## src/rtl/acq_sequencer.sv

```systemverilog
// acq_sequencer: sequences ADC/AGC setup phases (clear, load, enable, timed run) and flags host blocks
module acq_sequencer #(
  parameter int NCH        = 2,
  parameter int CTRL_W     = 10,
  parameter int AGC_W      = 12,
  parameter int CNT_W      = 32,
  parameter int CLR_LEN    = 4,
  parameter int T_LDCTRL   = 100,
  parameter int T_ENABLE   = 1000,
  parameter int T_RUN      = 1000000000,
  parameter int WRCNT_W    = 12,
  parameter int WORD_BYTES = 4,
  parameter int BLOCKSIZE  = 4096
) (
  input  logic                  clk,
  input  logic                  srst,
  input  logic                  start,
  input  logic                  stop,
  input  logic                  loop_mode,
  input  logic [NCH-1:0]        ch_mask,
  input  logic [NCH*CTRL_W-1:0] ctrlword_cfg,
  input  logic [AGC_W-1:0]      agc_cfg,
  input  logic [WRCNT_W-1:0]    fifo_wrcnt,
  input  logic                  fifo_full,
  output logic [NCH-1:0]        adc_ldctrl,
  output logic [NCH*CTRL_W-1:0] adc_ctrlword,
  output logic [NCH-1:0]        adc_enable,
  output logic [AGC_W-1:0]      agc_data,
  output logic                  agc_load,
  output logic                  fifo_clr,
  output logic                  blk_rdy,
  output logic                  overflow,
  output logic                  busy,
  output logic [2:0]            state_o
);
  localparam logic [2:0] S_IDLE = 3'd0, S_CLEAR = 3'd1, S_SETUP = 3'd2, S_RUN = 3'd3, S_DONE = 3'd4;
  localparam logic [CNT_W-1:0] C_CLR = CNT_W'(CLR_LEN - 1);
  localparam logic [CNT_W-1:0] C_LD = CNT_W'(T_LDCTRL);
  localparam logic [CNT_W-1:0] C_EN = CNT_W'(T_ENABLE);
  localparam logic [CNT_W-1:0] C_END = CNT_W'(T_ENABLE + T_RUN);
  localparam int PW = WRCNT_W + $clog2(WORD_BYTES) + 1;
  localparam logic [PW-1:0] C_BS = PW'(BLOCKSIZE);
  localparam logic [PW-1:0] C_WB = PW'(WORD_BYTES);
  localparam logic [AGC_W-1:0] C_AGC_RST = AGC_W'(12'h333);
  logic [2:0] r_state, w_nstate;
  logic [CNT_W-1:0] r_timer, w_ntimer, w_tinc;
  logic [NCH-1:0] r_mask, r_ld, r_en, w_ld, w_en;
  logic [NCH*CTRL_W-1:0] r_ctrl;
  logic [AGC_W-1:0] r_agc;
  logic [PW-1:0] w_bytes;
  logic r_agc_ld, r_clr, r_blk, r_ovf, r_busy, w_agc_ld, w_clr, w_accept;
  assign w_accept = r_state == S_IDLE && start && !stop;
  assign w_tinc = &r_timer ? r_timer : r_timer + CNT_W'(1);
  assign w_bytes = PW'(fifo_wrcnt) * C_WB;
  assign adc_ldctrl = r_ld;
  assign adc_ctrlword = r_ctrl;
  assign adc_enable = r_en;
  assign agc_data = r_agc;
  assign agc_load = r_agc_ld;
  assign fifo_clr = r_clr;
  assign blk_rdy = r_blk;
  assign overflow = r_ovf;
  assign busy = r_busy;
  assign state_o = r_state;
  // State and phase timer; the timer doubles as the clear-length counter
  always_ff @(posedge clk) begin
    if (srst) begin
      r_state <= S_IDLE;
      r_timer <= '0;
    end else begin
      r_state <= w_nstate;
      r_timer <= w_ntimer;
    end
  end
  // Next state; stop overrides every other transition
  always_comb begin
    w_nstate = r_state;
    w_ntimer = w_tinc;
    case (r_state)
      S_IDLE: begin
        w_ntimer = '0;
        if (w_accept) w_nstate = S_CLEAR;
      end
      S_CLEAR: if (r_timer == C_CLR) begin
        w_nstate = S_SETUP;
        w_ntimer = '0;
      end
      S_SETUP: if (w_tinc == C_EN) w_nstate = S_RUN;
      S_RUN: if (T_RUN != 0 && w_tinc == C_END) w_nstate = S_DONE;
      S_DONE: begin
        w_nstate = loop_mode ? S_CLEAR : S_IDLE;
        w_ntimer = '0;
      end
      default: w_nstate = S_IDLE;
    endcase
    if (stop && r_state != S_IDLE) w_nstate = S_IDLE;
  end
  // Outputs decoded from the next state so the registered strobes line up with the state they belong to
  always_comb begin
    w_clr = w_nstate == S_CLEAR;
    w_ld = (w_nstate == S_SETUP && w_ntimer == C_LD) ? r_mask : '0;
    w_en = w_nstate == S_RUN ? r_mask : '0;
    w_agc_ld = w_nstate == S_RUN && r_state == S_SETUP;
  end
  // Output registers, latched config, sticky overflow and block-ready flag
  always_ff @(posedge clk) begin
    if (srst) begin
      r_ld <= '0;
      r_en <= '0;
      r_agc_ld <= 1'b0;
      r_clr <= 1'b0;
      r_blk <= 1'b0;
      r_ovf <= 1'b0;
      r_busy <= 1'b0;
      r_mask <= '0;
      r_ctrl <= '0;
      r_agc <= C_AGC_RST;
    end else begin
      r_ld <= w_ld;
      r_en <= w_en;
      r_agc_ld <= w_agc_ld;
      r_clr <= w_clr;
      r_busy <= w_nstate != S_IDLE;
      r_blk <= !w_clr && w_bytes >= C_BS;
      r_ovf <= w_accept ? 1'b0 : r_ovf | (r_state == S_RUN && fifo_full);
      if (w_accept) begin
        r_mask <= ch_mask;
        r_ctrl <= ctrlword_cfg;
        r_agc <= agc_cfg;
      end
    end
  end
endmodule

```

## config.mk

```make
export PLATFORM = sky130hd
export DESIGN_NAME = acq_sequencer
export DESIGN_NICKNAME = d
export VERILOG_FILES = /design/src/rtl/acq_sequencer.sv
export SDC_FILE = /design/constraint.sdc
export NUM_CORES = 1
export LEC_CHECK = 0
export ABC_CLOCK_PERIOD_IN_PS = 3800
export BUFFER_PORTS_ARGS = -buffer_cell sky130_fd_sc_hd__buf_4
export CAP_MARGIN = 20
export CORE_UTILIZATION = 50
export DETAILED_ROUTE_END_ITERATION = 10
export GPL_ROUTABILITY_DRIVEN = 0
export PLACE_DENSITY = 0.8
export SETUP_SLACK_MARGIN = 0.02
export SLEW_MARGIN = 20
export SYNTH_ARGS = -nofsm -noshare
export SYNTH_HDL_FRONTEND = slang
export SYNTH_SLANG_ARGS = --single-unit
export TNS_END_PERCENT = 5
```

## constraint.sdc

```tcl
create_clock -name clk -period 3.8 [get_ports clk]
set_input_delay 0.57 -clock clk [delete_from_list [all_inputs] [get_ports clk]]
set_output_delay 0.57 -clock clk [all_outputs]
set_load 0.05 [all_outputs]
```

# == Yosys cells after proc, flatten, opt, wreduce, memory -nomap -nowiden ==
# Cells that the tools add are included.
# totals
reg_bits,78
output_inout_bits,44
elab_cells,55
# op_classes
addsub,1
magnitude_cmp,1
n_eq_ne,11
muxes,10
n_bitwise,3
reduce_logical,17
# ops
operator,n
32-bit two-way mux,2
32-bit one-hot mux with 2 select lines,1
32-bit by 1-bit adder with 32-bit output (second input constant),1
32-bit by 10-bit equality test with 1-bit output (second input constant),1
32-bit by 2-bit equality test with 1-bit output (second input constant),1
32-bit by 30-bit equality test with 1-bit output (second input constant),1
32-bit by 7-bit equality test with 1-bit output (second input constant),1
32-bit AND reduction,1
3-bit two-way mux,5
3-bit one-hot mux with 5 select lines,1
14-bit by 13-bit greater-or-equal comparator with 1-bit output (second input constant),1
3-bit by 2-bit equality test with 1-bit output (second input constant),4
2-bit OR reduction,4
1-bit logical AND,7
3-bit by 1-bit equality test with 1-bit output (second input constant),2
3-bit nonzero test,2
3-bit equality test (second input constant),1
3-bit logical NOT,1
1-bit logical NOT,2
1-bit NOT,2
1-bit two-way mux,1
1-bit bitwise OR,1

# == Longest topological paths before layout ==
# Gate-level depths: netlist (run 1).
# depth
depth_word,10
depth_mapped,13

# == Worst setup path after synthesis (run 1) ==
# Ideal clock, no wire load.
# synth_path
path_kind,flip-flop to flip-flop
from,reg r_timer[1]
to,reg r_ld[0] (netlist: adc_ldctrl[0])
t_arrival_ps,2859
t_required_ps,3741
path_slack_ps,882
path_stages_with_launch,13
period_less_slack_ps,2918
cell_sequence,dfxtp_1 -> ha_1 -> and4_1 -> buf_2 -> and4_1 -> buf_2 -> a2111oi_0 -> xor2_1 -> a21oi_1 -> o21ai_0 -> or4_1 -> nor4_1 -> and2_1
# synth_between
elab_chain_len,10
word_cells_on_any_way,18
# synth_lines
element,line,source
from (decl),46,"logic [CNT_W-1:0] r_timer, w_ntimer, w_tinc;"
from (signal assigned),72,r_timer <= w_ntimer;
32-bit by 1-bit adder with 32-bit output / 32-bit AND reduction (equally long branches),53,assign w_tinc = &r_timer ? r_timer : r_timer + CNT_W'(1);
32-bit two-way mux,53,
32-bit by 30-bit equality test with 1-bit output / 32-bit by 10-bit equality test with 1-bit output (equally long branches),"89, 88",
3-bit two-way mux (on tied branches),"89, 88",
3-bit one-hot mux with 5 select lines,79,case (r_state)
3-bit two-way mux,96,if (stop && r_state != S_IDLE) w_nstate = S_IDLE;
3-bit by 2-bit equality test with 1-bit output,101,w_ld = (w_nstate == S_SETUP && w_ntimer == C_LD) ? r_mask : '0;
1-bit logical AND *,101,
1-bit NOT (no line) *,--,
2-bit OR reduction (no line) *,--,
to (signal assigned),119,r_ld <= w_ld;
to (decl),47,"logic [NCH-1:0] r_mask, r_ld, r_en, w_ld, w_en;"
# Every way passes the cells marked *; elsewhere a longest branch is shown, timed or not.
# A chain may end at the register's enable or synchronous reset.

# == Worst setup path after layout (run 1) ==
# Same ends and word-level chain as after synthesis.

==> results.md, run 1 <==
* Clock latency on the worst-skew pair at 0.35 ns
* Static leakage at 0.001877 uW
* Delay of the slowest critical-path stage at 0.78 ns
* DRC violations left at 0
* Crit path kind: reg -> reg
* Crit start category: flop
* Run status: finished, final reports clean
* Starting Density at 51.77%
* Register-to-Register Setup Slack at 0.19 ns
* Die Outline Area at 8405 um^2
* Synth Cell Area at 4021 um^2
* Number of violations of the max-capacitance limit at 0
* Via density per instance at 5.895
* H-tree lvl count at 3
* Row Count at 32
* Layout cells sized above 1 at 22.16%
* Final net count at 621
* Maximum number of pins on one net before global-route repair at 38
* Floorplan die height at 91.68 um
* Post-layout min period at 3.607 ns
* Peak clock frequency supported by timing at 277.2 MHz
* Synthesized instance count at 504
* Total Routed Length at 10.91 mm
* Vias after detailed routing at 3979
* CP endpoint kind: flop
* Length of the first detailed-routing pass in iterations at 5
* Setup repair after global routing missed its margin: false
* Most used cells in the layout excluding fill and tap cells: 93 x sky130_fd_sc_hd__nand2_1, 93 x sky130_fd_sc_hd__buf_4, 78 x sky130_fd_sc_hd__dfxtp_1, 47 x sky130_fd_sc_hd__nor2_1, 38 x sky130_fd_sc_hd__a21oi_1
* Hold-critical path depth at 3
* Antenna violations before repair at 0
* Mean Syn Cell Area at 7.979 um^2
* Final core occ at 62.81%
* CTS resizes at 0
* Root buf cell: sky130_fd_sc_hd__clkbuf_8
* R2R Path End: adc_ldctrl[0]$_SDFF_PP0_
* Wire length per cell after detailed routing at 16.16 um
* Arr. time, crit path at 3.90 ns
* Worst reg2reg path depth at 10
* Layout fillers at 695
* Seq cells post-synth at 78
* Power density of the placed cells at 355.1 nW/um^2
* Horizontal extent of the die at 91.68 um
* Type of the tightest min-delay check: in -> reg
* Number of buffers created by CTS at 9
* Number of clock sinks at 78
* Yosys Warn Count at 0
* Buffers plus inverters on the worst setup path at 0
* Fraction of post-synthesis cell area in the top cell type by area at 38.83%
* Count of antenna diodes in the layout at 0
* Vias in the first global route at 3626
* Cell with the largest stage delay on the worst path: sky130_fd_sc_hd__a2111oi_0
* Portion of the post-synthesis area used by sequential elements at 38.83%
* Delay-heaviest family, CP: simple AND/OR/NAND/NOR gates
* DR iter-0 viols at 410
* Post-CTS repair timing setup buffer count at 0
* Number of enable flip-flop cells after synthesis at 0
* Clock buffer depth at 2
* Worst Tran Pin Value at 0.7758 ns
* Post-synth ARST share at 0%
* Reg-to-reg startpoint: r_timer[1]$_SDFF_PP0_
* Data required, critical path at 4.09 ns
* Final global-route overflow total at 0
* Leading area contributor after synthesis: sky130_fd_sc_hd__dfxtp_1
* Total negative setup slack at 0 ns
* Slew headroom at 46.95%
* Final worst clock skew at 0.009565 ns
* Cell Chain, Critical Path: ha_1 -> and4_1 -> and4_1 -> a2111oi_0 -> xor2_1 -> a21oi_1 -> o21ai_0 -> or4_1 -> nor4_1 -> and2_1
* Largest cells by area after synthesis: sky130_fd_sc_hd__dfxtp_1 39%, sky130_fd_sc_hd__nand2_1 8.7%, sky130_fd_sc_hd__a21oi_1 4.7%, sky130_fd_sc_hd__nor2_1 4.4%, sky130_fd_sc_hd__xnor2_1 3.5%
* Number of distinct standard cells referenced by the synthesized netlist at 59
* Placed wire-length estimate at 7.940 mm
* Core box area at 7767 um^2
* Total setup violations reported at the end of the flow at 0
* Start point of the worst hold path: agc_cfg[8]
* Max Slew Vio Count at 0
* Syn-to-layout area delta at 21.31%
* Crit-path most repeated cell: sky130_fd_sc_hd__and4_1
* Min-Delay Endpoint: agc_data[8]$_SDFFE_PP1P_
* Maximum net fanout on the critical path at 10
* IO Pins at 96
* Final-report hold violation count at 0
* Syn_nets at 557
* Global-route total usage across every layer at 26.19%
* Max rail drop VDD at 199.6 uV
* Wire length of the first global-routing pass at 17.37 mm
* Share of the clock period used by the worst path after layout at 94.92%
* Count of hold buffers inserted by post-cts repair at 0
* Synth Flop Type: sky130_fd_sc_hd__dfxtp_1
* Number of nets with antenna violations after detailed routing at 0
* CTS tree: done
* Clock slew at reported path FFs at 0.09 ns
* I/O Buffers at 85
-- stage by stage --
step	hold slack, ns	setup slack, ns	total power (uW)	area [um^2]	instances
after floorplan	0.4229	0.8819	982.4	4021	504
after global placement	0.4426	0.4390	1054	4657	659
after detailed placement	0.4475	0.2988	1059	4657	659
after CTS	0.4215	0.2733	1741	4878	675
after global routing	0.4259	0.04970	1789	4878	675
final	0.4267	0.1929	1732	4878	675
-- cells by family (layout without fill, tap and decap cells) --
kind of cell             count (synthesis)  count (layout)  synth area share (%)
AND/OR/NAND/NOR                        263             263                 35.10
AO/OA/AOI/OAI                           85              85                 13.60
flip-flops                              78              78                 38.83
buffers and inverters                   46             115                 5.289
XOR/XNOR                                27              27                 5.880
multiplexers                             4               4                0.9957
adder cells (fa/ha/maj)                  1               1                0.3111
-- worst max path at each step --
stage / cells past startpoint / startpoint / slack, ns / end
2_1_floorplan: 12 / r_timer[1]$_SDFF_PP0_ / 0.88 / adc_ldctrl[0]$_SDFF_PP0_
5_1_grt: 10 / r_timer[1]$_SDFF_PP0_ / 0.05 / adc_ldctrl[0]$_SDFF_PP0_
3_5_place_dp: 10 / r_timer[1]$_SDFF_PP0_ / 0.30 / adc_ldctrl[0]$_SDFF_PP0_
6_report: 10 / r_timer[1]$_SDFF_PP0_ / 0.19 / adc_ldctrl[0]$_SDFF_PP0_
4_1_cts: 10 / r_timer[1]$_SDFF_PP0_ / 0.27 / adc_ldctrl[0]$_SDFF_PP0_
3_3_place_gp: 10 / r_timer[1]$_SDFF_PP0_ / 0.44 / adc_ldctrl[1]$_SDFF_PP0_
-- metal layers --
layer  vias up  track usage, %  routed length (um)
li1       1897               -                   -
met1      1853           33.01                4610
met2       176           42.23                5173
met3        53           6.053                 687
met4         0           12.43                 434
met5         -               0                   0
-- final cells by class --
class                   count  area, um^2  share of cell area, %
well taps                 102       127.6                  2.616
multi-input cells         380        2247                  46.06
clock buffers              10       127.6                  2.616
flip-flops and latches     78        1562                  32.01
inverters                   6       22.52                 0.4617
clock inverters             6       93.84                  1.924
repair buffers             93       698.2                  14.31
-- Yosys cell counts, types with 3 or more instances --
| cell | number |
|---|---|
| sky130_fd_sc_hd__nor3_1 | 10 |
| sky130_fd_sc_hd__xor2_1 | 11 |
| sky130_fd_sc_hd__dfxtp_1 | 78 |
| sky130_fd_sc_hd__buf_2 | 17 |
| sky130_fd_sc_hd__inv_1 | 6 |
| sky130_fd_sc_hd__o21ai_0 | 10 |
| sky130_fd_sc_hd__xnor2_1 | 16 |
| sky130_fd_sc_hd__and4_1 | 9 |
| sky130_fd_sc_hd__or3_1 | 5 |
| sky130_fd_sc_hd__nand2_1 | 93 |
| sky130_fd_sc_hd__nand4_1 | 15 |
| sky130_fd_sc_hd__clkbuf_1 | 18 |
| sky130_fd_sc_hd__nor2b_1 | 6 |
| sky130_fd_sc_hd__nand3_1 | 18 |
| sky130_fd_sc_hd__nand3b_1 | 4 |
| sky130_fd_sc_hd__o211ai_1 | 4 |
| sky130_fd_sc_hd__and2_1 | 6 |
| sky130_fd_sc_hd__or4_1 | 3 |
| sky130_fd_sc_hd__mux2i_1 | 4 |
| sky130_fd_sc_hd__a31oi_1 | 7 |
| sky130_fd_sc_hd__nor4_1 | 12 |
| sky130_fd_sc_hd__nor2_1 | 47 |
| sky130_fd_sc_hd__or2_2 | 4 |
| sky130_fd_sc_hd__buf_4 | 5 |
| sky130_fd_sc_hd__and3_1 | 11 |
| sky130_fd_sc_hd__a21oi_1 | 38 |
-- flip-flops by register name (all words and copies together) (netlist names) --
| name | count |
|---|---|
| adc_ldctrl | 2 |
| adc_ctrlword | 20 |
| r_mask | 2 |
| fifo_clr | 1 |
| agc_load | 1 |
| r_timer | 32 |
| blk_rdy | 1 |
| overflow | 1 |
| busy | 1 |
| agc_data | 12 |
| state_o | 3 |
| adc_enable | 2 |
-- worst register-to-register path, stage by stage (launching register included) --
cell,delay (ns)
sky130_fd_sc_hd__dfxtp_1,0.37
sky130_fd_sc_hd__ha_1,0.21
sky130_fd_sc_hd__and4_1,0.28
sky130_fd_sc_hd__and4_1,0.35
sky130_fd_sc_hd__a2111oi_0,0.78
sky130_fd_sc_hd__xor2_1,0.22
sky130_fd_sc_hd__a21oi_1,0.17
sky130_fd_sc_hd__o21ai_0,0.07
sky130_fd_sc_hd__or4_1,0.46
sky130_fd_sc_hd__nor4_1,0.46
sky130_fd_sc_hd__and2_1,0.20
-- power by group --
group          internal, uW  switching (uW)
Combinational          69.0             122
Clock                   376             317
Sequential              837            10.6
Total                  1280             450
Power figures use the tool's default switching activity.
==> run 2, diff against run 1 <==
--- a/config.mk
+++ b/config.mk
@@ -6,7 +6,7 @@
 export NUM_CORES = 1
 export LEC_CHECK = 0
 export ABC_CLOCK_PERIOD_IN_PS = 3800
-export BUFFER_PORTS_ARGS = -buffer_cell sky130_fd_sc_hd__buf_4
+export BUFFER_PORTS_ARGS = -buffer_cell sky130_fd_sc_hd__buf_2
 export CAP_MARGIN = 20
 export CORE_UTILIZATION = 50
 export DETAILED_ROUTE_END_ITERATION = 10
==> run 2 against run 1 <==
Against the previous run: core utilization fell by 2.9 points; total power decreased by 1.6%; hold slack got worse by 0.0056 ns; cell area decreased by 4.6%; routed wire length shrank 2.2%; clock skew about the same; maximum frequency decreased by 0.25%; setup slack worse by 0.0091 ns; first-iteration DRC count is 7.8% higher; critical path depth is the same; sequential share of layout area is 1.5 points higher; final cell count decreased by 0.30%; critical path type unchanged; largest power group unchanged.
==> results.md, run 2 (synthesized netlist as in run 1, its figures left out) <==
* Run status: finished, final reports clean
* Worst reg2reg path depth at 10
* Number of violations of the max-capacitance limit at 0
* Total Routed Length at 10.67 mm
* Length of the first detailed-routing pass in iterations at 7
* CP startpoint: r_timer[1]$_SDFF_PP0_
* Number of buffers created by CTS at 9
* Most used cells in the layout excluding fill and tap cells: 93 x sky130_fd_sc_hd__nand2_1, 85 x sky130_fd_sc_hd__buf_2, 78 x sky130_fd_sc_hd__dfxtp_1, 47 x sky130_fd_sc_hd__nor2_1, 38 x sky130_fd_sc_hd__a21oi_1
* Maximum number of pins on one net before global-route repair at 38
* Worst hold slack at 0.4211 ns
* Horizontal extent of the die at 91.68 um
* Total negative setup slack at 0 ns
* Post-layout min period at 3.616 ns
* CTS tree: done
* Row Count at 32
* Top register by number of flip-flops: r_timer
* Relative contribution of sequential cells to total power at 49.7%
* Static leakage at 0.001816 uW
* Reported net switching power at 446.0 uW
* Start point of the worst hold path: agc_cfg[9]
* DR iter-0 viols at 442
* Starting Density at 51.77%
* Worst Tran Pin Value at 0.6578 ns
* Final worst clock skew at 0.009960 ns
* Clock share of power at 40.5%
* Total setup violations reported at the end of the flow at 0
* Number of nets with antenna violations after detailed routing at 0
* Vias in the first global route at 3552
* Vias after detailed routing at 3990
* Most common cell after layout, fill and taps aside: sky130_fd_sc_hd__nand2_1
* Wire length per cell after detailed routing at 15.85 um
* Maximum net fanout on the critical path at 8
* Clock buffer depth at 2
* I/O Buffers at 85
* Final core occ at 59.92%
* Final-report hold violation count at 0
* Antenna violations before repair at 0
* Internal power at 1258 uW
* Layout cells sized above 1 at 22.07%
* Count of antenna diodes in the layout at 0
* Max Slew Vio Count at 0
* IO Pins at 96
* Die Outline Area at 8405 um^2
* Clock slew at reported path FFs at 0.09 ns
* Number of clock sinks at 78
* Global-route total usage across every layer at 25.82%
* Clock latency on the worst-skew pair at 0.35 ns
* Type of the tightest min-delay check: in -> reg
* Number of flip-flops under the largest register name at 32
* H-tree lvl count at 3
* Crit start category: flop
* Core box area at 7767 um^2
* Total design power at 1704 uW
* Via density per instance at 5.929
* Max rail drop VDD at 225.0 uV
* Cell area reported after detailed placement at 4429 um^2
* Fraction of power spent switching nets at 26.17%
* Wire length of the first global-routing pass at 17.52 mm
* Power density of the placed cells at 366.2 nW/um^2
* Floorplan die height at 91.68 um
* Count of hold buffers inserted by post-cts repair at 0
* Root buf cell: sky130_fd_sc_hd__clkbuf_8
* Setup repair after global routing missed its margin: false
* Hold-critical path depth at 3
* Syn-to-layout area delta at 15.74%
* Post-route design area at 4654 um^2
* Post-CTS repair timing setup buffer count at 0
* Final net count at 619
* Crit path kind: reg -> reg
* CP endpoint kind: flop
* Arr. time, crit path at 3.84 ns
* Reg-to-reg startpoint: r_timer[1]$_SDFF_PP0_
* Placed wire-length estimate at 7.665 mm
* Share of the clock period used by the worst path after layout at 95.16%
* Logic pwr share at 9.8%
* Peak clock frequency supported by timing at 276.5 MHz
* Data required, critical path at 4.02 ns
* Slew headroom at 56.14%
* DRC violations left at 0
* Final global-route overflow total at 0
## run 2: changes by cell type in the layout (fill, tap and decap cells not counted)
cell and change:
sky130_fd_sc_hd__buf_2 +85, sky130_fd_sc_hd__a211oi_1 -1, sky130_fd_sc_hd__clkinv_4 -1, sky130_fd_sc_hd__buf_4 -87, sky130_fd_sc_hd__a211oi_2 +1, sky130_fd_sc_hd__clkinvlp_4 +1
## run 2: per-stage QoR
| step | setup slack (ns) | std cells |
|---|---|---|
| final | 0.1838 | 673 |
| after detailed placement | 0.3869 | 657 |
| after global routing | 0.09005 | 673 |
| after CTS | 0.3653 | 673 |
| after floorplan | 0.8819 | 504 |
| after global placement | 0.4241 | 657 |
## run 2: timing repair
action                                 in CTS  in global routing
setup endpoints to repair                   0                  2
gates resized for setup                     0                  1
endpoints found under the hold margin       0                  0
## run 2: final timing paths
| kind | to | slack (ns) |
|---|---|---|
| worst min register to register | adc_enable[0]$_SDFF_PP0_ | 0.45 |
| worst max-delay path | fifo_clr$_SDFF_PP0_ | 0.18 |
| worst max register to register | fifo_clr$_SDFF_PP0_ | 0.18 |
| worst min-delay path | agc_data[9]$_SDFFE_PP1P_ | 0.42 |
## run 2: critical path, stage by stage (launching register included)
cell	delay (ns)
sky130_fd_sc_hd__dfxtp_1	0.45
sky130_fd_sc_hd__ha_1	0.37
sky130_fd_sc_hd__and4_1	0.38
sky130_fd_sc_hd__nand2_1	0.24
sky130_fd_sc_hd__or3_1	0.40
sky130_fd_sc_hd__a2111oi_0	0.41
sky130_fd_sc_hd__nand4b_1	0.19
sky130_fd_sc_hd__nor4b_2	0.51
sky130_fd_sc_hd__nand4_1	0.18
sky130_fd_sc_hd__a31oi_1	0.29
sky130_fd_sc_hd__a211oi_2	0.07
## run 2: final cells by class
type	count	area (um^2)
clock buffer	10	127.6
clock inverter	6	92.59
fill	720	3113
inverter	6	22.52
multi-input combinational	380	2252
sequential	78	1562
tap	102	127.6
timing repair buffer	91	470.5
## run 2: power groups by stage
stage	Clock (uW)	Combinational [uW]	Sequential (uW)
after floorplan	0	48.2	934
after global placement	0	164	865
after detailed placement	0	168	866
after CTS	701	168	847
after global routing	737	180	850
final	690	168	847
## run 2: layer usage
layer | wire [um] | global-route usage, % | up-vias | share of wire, %
met2 | 5062 | 42.48 | 218 | 47
met3 | 905 | 5.473 | 52 | 8.5
met5 | 0 | 0 | - | 0
met4 | 409 | 10.32 | 0 | 3.8
li1 | - | - | 1896 | -
met1 | 4288 | 32.94 | 1824 | 40
